--- src/rtl/rock_pkg.sv ---
// Shared definitions for the cradle rocking controller: state encoding,
// level and heart-rate widths, and a saturating level increment helper.
package rock_pkg;

    localparam int HART_W  = 6;
    localparam int LEVEL_W = 2;
    localparam logic [LEVEL_W-1:0] LEVEL_MAX = 2'd3;

    // Strobes spent in WARMUP before monitoring starts.
    localparam int WARMUP_STROBES = 3;

    typedef enum logic [2:0] {
        ST_IDLE    = 3'd0,
        ST_WARMUP  = 3'd1,
        ST_MONITOR = 3'd2,
        ST_RAMP    = 3'd3,
        ST_HOLD    = 3'd4,
        ST_DOWN    = 3'd5,
        ST_ALARM   = 3'd6
    } rock_state_e;

    function automatic logic [LEVEL_W-1:0] level_inc(input logic [LEVEL_W-1:0] lvl);
        return (lvl == LEVEL_MAX) ? LEVEL_MAX : lvl + 1'b1;
    endfunction

endpackage

--- src/rtl/sample_ticker.sv ---
// Sample prescaler: counts 0..SAMPLE_DIV-1 and flags the last count as the
// one-cycle sample strobe that advances the heart-rate delay chain.
module sample_ticker #(
    parameter int SAMPLE_DIV = 16
) (
    input  logic slow,
    input  logic reset,
    output logic sample_en
);

    localparam int CNT_W = (SAMPLE_DIV > 2) ? $clog2(SAMPLE_DIV) : 1;
    localparam logic [CNT_W-1:0] LAST = CNT_W'(SAMPLE_DIV - 1);

    logic [CNT_W-1:0] count;

    // Free-running wrap-around prescaler.
    always_ff @(posedge slow or posedge reset) begin
        if (reset) begin
            count <= '0;
        end else if (count == LAST) begin
            count <= '0;
        end else begin
            count <= count + 1'b1;
        end
    end

    // Decoded from the counter register only, so the strobe is glitch-free
    // and has no path from the controller inputs.
    assign sample_en = (count == LAST);

endmodule

--- src/rtl/rock_stress_controller.sv ---
// Cradle rocking controller: classifies each heart-rate sample as stress,
// calm or neutral and steps the rocking level up/hold/down accordingly.
// Optional feature macro: ROCK_WATCHDOG_EN adds a max-level watchdog that
// latches a sticky alarm and parks the FSM in ALARM until reset.
//
//  state   | meaning
//  --------+---------------------------------------------------------
//  IDLE    | just out of reset, waiting for the first strobe
//  WARMUP  | letting the delay chain fill, stability ignored
//  MONITOR | level 0, counting consecutive stressed samples
//  RAMP    | raising level on stress, calm sample moves to HOLD
//  HOLD    | keeping level, counting consecutive calm samples
//  DOWN    | lowering level on calm samples until 0
//  ALARM   | watchdog tripped, level 0, left only by reset
module rock_stress_controller
    import rock_pkg::*;
#(
    parameter int                SAMPLE_DIV       = 16,
    parameter logic [HART_W-1:0] HART_HI          = 6'd40,
    parameter int                STRESS_SAMPLES   = 3,
    parameter int                HOLD_SAMPLES     = 8,
    parameter int                MAX_ROCK_SAMPLES = 32
) (
    input  logic               slow,
    input  logic               reset,
    input  logic [HART_W-1:0]  hart,
    input  logic               stable,
    output logic               sample_en,
    output logic [LEVEL_W-1:0] rock_level,
    output logic               rock_on,
    output logic [2:0]         state,
    output logic               alarm
);

    localparam int STRESS_W = $clog2(STRESS_SAMPLES + 1);
    localparam int HOLD_W   = $clog2(HOLD_SAMPLES + 1);
    localparam int WARM_W   = $clog2(WARMUP_STROBES + 1);

    // Counters hold "samples seen so far", so the deciding sample is the
    // one arriving when the count already equals N-1.
    localparam logic [STRESS_W-1:0] STRESS_LAST = STRESS_W'(STRESS_SAMPLES - 1);
    localparam logic [HOLD_W-1:0]   HOLD_LAST   = HOLD_W'(HOLD_SAMPLES - 1);
    localparam logic [WARM_W-1:0]   WARM_LAST   = WARM_W'(WARMUP_STROBES - 1);

    rock_state_e         state_q, state_d;
    logic [LEVEL_W-1:0]  level_q, level_d;
    logic [STRESS_W-1:0] stress_cnt, stress_d;
    logic [HOLD_W-1:0]   hold_cnt, hold_d;
    logic [WARM_W-1:0]   warm_cnt, warm_d;
    logic                rock_on_q;
    logic                is_stress, is_calm;

    sample_ticker #(
        .SAMPLE_DIV (SAMPLE_DIV)
    ) u_ticker (
        .slow      (slow),
        .reset     (reset),
        .sample_en (sample_en)
    );

    assign is_stress = (hart >= HART_HI);
    assign is_calm   = !is_stress && stable;

`ifdef ROCK_WATCHDOG_EN
    localparam int WD_W = $clog2(MAX_ROCK_SAMPLES + 1);
    localparam logic [WD_W-1:0] WD_LAST = WD_W'(MAX_ROCK_SAMPLES - 1);

    logic [WD_W-1:0] wd_cnt, wd_d;
    logic            alarm_q, alarm_d;
`endif

    // Next-state, level and counter decisions, taken only on sample strobes.
    always_comb begin
        state_d  = state_q;
        level_d  = level_q;
        stress_d = stress_cnt;
        hold_d   = hold_cnt;
        warm_d   = warm_cnt;
`ifdef ROCK_WATCHDOG_EN
        wd_d     = wd_cnt;
        alarm_d  = alarm_q;
`endif
        if (sample_en) begin
            case (state_q)
                ST_IDLE: begin
                    state_d = ST_WARMUP;
                    warm_d  = '0;
                end
                ST_WARMUP: begin
                    if (warm_cnt == WARM_LAST) begin
                        state_d  = ST_MONITOR;
                        stress_d = '0;
                    end else begin
                        warm_d = warm_cnt + 1'b1;
                    end
                end
                ST_MONITOR: begin
                    level_d = '0;
                    if (is_stress) begin
                        if (stress_cnt == STRESS_LAST) begin
                            state_d  = ST_RAMP;
                            level_d  = LEVEL_W'(1);
                            stress_d = '0;
                        end else begin
                            stress_d = stress_cnt + 1'b1;
                        end
                    end else begin
                        stress_d = '0;
                    end
                end
                ST_RAMP: begin
                    if (is_stress) begin
                        level_d = level_inc(level_q);
                    end else if (is_calm) begin
                        state_d = ST_HOLD;
                        hold_d  = '0;
                    end
                end
                ST_HOLD: begin
                    if (is_stress) begin
                        state_d = ST_RAMP;
                        level_d = level_inc(level_q);
                    end else if (is_calm) begin
                        if (hold_cnt == HOLD_LAST) begin
                            state_d = ST_DOWN;
                            hold_d  = '0;
                        end else begin
                            hold_d = hold_cnt + 1'b1;
                        end
                    end else begin
                        hold_d = '0;
                    end
                end
                ST_DOWN: begin
                    if (is_stress) begin
                        state_d = ST_RAMP;
                        level_d = level_inc(level_q);
                    end else if (is_calm) begin
                        if (level_q != '0) begin
                            level_d = level_q - 1'b1;
                        end
                        if (level_q <= LEVEL_W'(1)) begin
                            state_d  = ST_MONITOR;
                            stress_d = '0;
                        end
                    end
                end
`ifdef ROCK_WATCHDOG_EN
                ST_ALARM: begin
                    level_d = '0;
                end
`endif
                default: begin
                    state_d = ST_IDLE;
                    level_d = '0;
                end
            endcase
`ifdef ROCK_WATCHDOG_EN
            // Watchdog looks at the level being held going into this strobe
            // and overrides the normal transition when it trips.
            if ((state_q == ST_RAMP || state_q == ST_HOLD) && level_q == LEVEL_MAX) begin
                if (wd_cnt == WD_LAST) begin
                    alarm_d = 1'b1;
                    state_d = ST_ALARM;
                    level_d = '0;
                    wd_d    = '0;
                end else begin
                    wd_d = wd_cnt + 1'b1;
                end
            end else begin
                wd_d = '0;
            end
`endif
        end
    end

    // State, level and counter registers.
    always_ff @(posedge slow or posedge reset) begin
        if (reset) begin
            state_q    <= ST_IDLE;
            level_q    <= '0;
            stress_cnt <= '0;
            hold_cnt   <= '0;
            warm_cnt   <= '0;
            rock_on_q  <= 1'b0;
        end else begin
            state_q    <= state_d;
            level_q    <= level_d;
            stress_cnt <= stress_d;
            hold_cnt   <= hold_d;
            warm_cnt   <= warm_d;
            rock_on_q  <= (level_d != '0);
        end
    end

`ifdef ROCK_WATCHDOG_EN
    // Watchdog counter and sticky alarm.
    always_ff @(posedge slow or posedge reset) begin
        if (reset) begin
            wd_cnt  <= '0;
            alarm_q <= 1'b0;
        end else begin
            wd_cnt  <= wd_d;
            alarm_q <= alarm_d;
        end
    end

    assign alarm = alarm_q;
`else
    assign alarm = 1'b0;
`endif

    assign state      = state_q;
    assign rock_level = level_q;
    assign rock_on    = rock_on_q;

endmodule
--- config.mk ---
export PLATFORM = sky130hd
export DESIGN_NAME = rock_stress_controller
export DESIGN_NICKNAME = d
export VERILOG_FILES = /design/src/rtl/rock_pkg.sv /design/src/rtl/sample_ticker.sv /design/src/rtl/rock_stress_controller.sv
export SDC_FILE = /design/constraint.sdc
export NUM_CORES = 1
export LEC_CHECK = 0
export BUFFER_PORTS_ARGS = -buffer_cell sky130_fd_sc_hd__clkbuf_2
export CAP_MARGIN = 5
export CORE_MARGIN = 2
export CORE_UTILIZATION = 55
export CTS_CLUSTER_SIZE = 25
export DETAILED_ROUTE_END_ITERATION = 10
export GPL_TIMING_DRIVEN = 0
export PLACE_DENSITY_LB_ADDON = 0.2
export SETUP_SLACK_MARGIN = 0.1
export SLEW_MARGIN = 20
export SYNTH_ARGS = -nofsm -noshare
export SYNTH_HDL_FRONTEND = slang
export SYNTH_SLANG_ARGS = --single-unit
--- constraint.sdc ---
create_clock -name slow -period 2.6 [get_ports slow]
set_input_delay 0.52 -clock slow [delete_from_list [all_inputs] [get_ports slow]]
set_output_delay 0.52 -clock slow [all_outputs]
set_load 0.005 [all_outputs]
==> qor.txt <==
Outcome: finished clean
Max-slew violation count: 0
Worst skew pair latency: 0.30 ns
Antenna diode count: 0
Pwr Density: 387 nW/um^2
Post-DP HPWL: 1710 um
Number of synthesized register bits: 18
Synthesized net count: 137
Die Height: 49.8 um
Layer carrying the most global-route usage: met2
Global-route wire length before repair: 3970 um
Transition time at the pin with the least slew margin: 0.696 ns
Share of Yosys cell area claimed by the top area cell type: 0.390
Final setup vio count: 0
TritonCTS Buffers: 3
Initial antenna violation count: 0
Total overflow reported by the global router: 0
Worst hold path class: input pin to asynchronous set/reset pin
Post-route fraction of the period consumed by the critical path: 0.768
Count of flip-flops with a built-in enable after synthesis: 0
Flip-flop cell with the highest count after synthesis: sky130_fd_sc_hd__dfrtp_1
Warnings, synthesis: 0
Most used cells in the layout excluding fill and tap cells: sky130_fd_sc_hd__dfrtp_1, sky130_fd_sc_hd__nand2_1, sky130_fd_sc_hd__clkbuf_2, sky130_fd_sc_hd__inv_1, sky130_fd_sc_hd__nand3_1
Antenna Violating Nets Remaining: 0
CTS tree: done
Met2 usage: 0.329
Number of cells upsized or downsized after cts: 0
Category of the most critical setup path: flip-flop to flip-flop
Post-synth cell types: 49
Net count of the finished layout: 153
Average wire per standard cell: 13.8 um
Final worst hold slack: 0.283 ns
Minimum clock period: 2.00 ns
Port buffer count: 11
Storage element area: 450 sq um
Drt via density: 5.90
Commonest non-fill, non-tap cell in the layout: sky130_fd_sc_hd__dfrtp_1
Setup fix buffers added after clock tree synthesis: 0
Layout cells sized above 1: 0.236
Area added between synthesis and finish: 10.8%
Clk buf depth: 2
Clock transition time at the flip-flop clock pins of the worst setup and hold paths: 0.11 ns
Endpoint of the most critical register-to-register path: state[0]
CP Launch Type: flip-flop
CTS hold repair buffers: 0
Sum of internal, switching and leakage power: 0.496 mW
Synth Area per Inst: 9.25 sq um
Worst rel slew slack: 0.535
Global-route met1 utilization: 0.283
Peak fanout along the critical path: 6
Floorplan die area: 2480 sq um
Number of filler instances in the final layout: 175
Max Freq: 0.501 GHz
DRC errors left: 0
First-pass iteration count of the detailed router: 4
Master cell of the clock root buffer: sky130_fd_sc_hd__clkbuf_4
Number of standard cells after synthesis: 125
Setup repair after global routing missed its margin: false
Sink count of the clock tree: 18
Number of max-capacitance violations reported: 0
Total leakage power: 0.552 nW
Startpoint of the worst register-to-register path: u_ticker.count[0]
# H-tree levels: 1
GR Util All Layers: 0.207
Largest net degree at the start of global routing: 19
R2R depth: 7
Drt total wl: 2300 um
Std-Cell Core Area: 1980 sq um
Worst clock skew on the final layout: 0.00255 ns
Endpoint kind of the worst setup timing path: flip-flop
Number of primary I/O pins: 17
Area of the mapped netlist: 1160 sq um
Total via count in the routed design: 986
Setup TNS: 0 ns
Horizontal die dimension: 49.8 um
Cell Rows: 16
Share of synthesized area occupied by flip-flops and latches: 0.390
Required time of the worst setup path: 2.80 ns
R2R Setup Slk: 0.60 ns
Effective utilization at floorplan: 0.583
Met3 track demand over resource: 0.0303
Area of the multi-input gates: 626 sq um
Count of endpoints failing hold in the final timing report: 0
Largest area contributor in the synthesized netlist: sky130_fd_sc_hd__dfrtp_1
Cells taking the most area after synthesis: sky130_fd_sc_hd__dfrtp_1, sky130_fd_sc_hd__nand2_1, sky130_fd_sc_hd__ha_1
Worst-case vdd ir drop: 0.293 mV
Final weighted congestion in routability-driven placement: 0.807
Synth async-reset ratio: 1.00
Arrival time of data at the critical path endpoint: 2.20 ns
Via count of the first global-routing pass: 882
Drt initial violations: 35
[worst max-delay path, cell delays in order (launching register included)]
cell	delay, ns
sky130_fd_sc_hd__dfrtp_1	0.40
sky130_fd_sc_hd__ha_1	0.23
sky130_fd_sc_hd__nand3_2	0.16
sky130_fd_sc_hd__clkinv_2	0.13
sky130_fd_sc_hd__o31a_1	0.20
sky130_fd_sc_hd__o2111ai_2	0.17
sky130_fd_sc_hd__a211oi_2	0.25
sky130_fd_sc_hd__mux2_1	0.35
[final cells by class]
class	count	area share
multi-input cells	92	0.488
flip-flops and latches	18	0.352
repair buffers	11	0.0430
plain buffers	6	0.0352
clock buffers	4	0.0283
inverters	9	0.0273
well taps	27	0.0264
[cells in the mapped netlist (2+ instances only)]
cell	instances
sky130_fd_sc_hd__dfrtp_1	18
sky130_fd_sc_hd__nand2_1	16
sky130_fd_sc_hd__inv_1	7
sky130_fd_sc_hd__nand3_1	6
sky130_fd_sc_hd__a21oi_1	5
sky130_fd_sc_hd__nor2_1	5
sky130_fd_sc_hd__o21ai_1	5
sky130_fd_sc_hd__nor3_1	4
sky130_fd_sc_hd__ha_1	3
sky130_fd_sc_hd__nand2b_1	3
sky130_fd_sc_hd__nand4_1	3
sky130_fd_sc_hd__o21ai_0	3
sky130_fd_sc_hd__o21ai_2	3
sky130_fd_sc_hd__a22o_1	2
sky130_fd_sc_hd__and3b_1	2
sky130_fd_sc_hd__buf_2	2
sky130_fd_sc_hd__buf_6	2
sky130_fd_sc_hd__mux2_1	2
sky130_fd_sc_hd__nand3_2	2
sky130_fd_sc_hd__o31a_1	2
sky130_fd_sc_hd__o31ai_1	2
[power breakdown]
group          internal, mW  switching [mW]  leakage (nW)
Sequential            0.282         0.00287         0.234
Combinational        0.0100          0.0202         0.297
Clock                0.0856          0.0961        0.0210
[layer usage]
| layer | up-vias | routed length (um) |
|---|---|---|
| li1 | 485 | - |
| met1 | 467 | 1050 |
| met2 | 31 | 1100 |
| met3 | 3 | 120 |
| met4 | 0 | 31 |
| met5 | - | 0 |
[registers in the layout (all words and copies together) (netlist names)]
register	cells
hold_cnt	4
rock_level	2
rock_on	1
u_ticker.count	4
state	3
stress_cnt	2
warm_cnt	2
[logic make-up after synthesis]
logic type	Yosys count	synth area share
multiplexers	2	0.0195
AO/OA/AOI/OAI	37	0.247
adder cells (fa/ha/maj)	3	0.0325
flip-flops	18	0.390
AND/OR/NAND/NOR	48	0.232
XOR/XNOR	1	0.00758
buffers and inverters	15	0.0693
other	1	0.00324
[through the flow]
stage,setup slack (ns),util,instances,cell area (sq um)
after floorplan,0.807,-,125,1160
after global placement,0.601,0.628,163,1240
after detailed placement,0.591,0.628,163,1240
after CTS,0.599,0.646,167,1280
after global routing,0.416,0.646,167,1280
final,0.603,0.646,167,1280
[how the worst max path moves through the flow]
stage                      startpoint       end  slack [ns]  cells past startpoint
finish              u_ticker.count[0]  state[0]        0.60                      7
global route        u_ticker.count[0]  state[1]        0.42                      7
CTS                 u_ticker.count[0]  state[0]        0.60                      7
detailed placement            hart[4]  state[0]        0.59                      7
global placement              hart[4]  state[0]        0.60                      7
floorplan           u_ticker.count[0]  state[0]        0.81                      7
(Power assumes the default switching activity.)
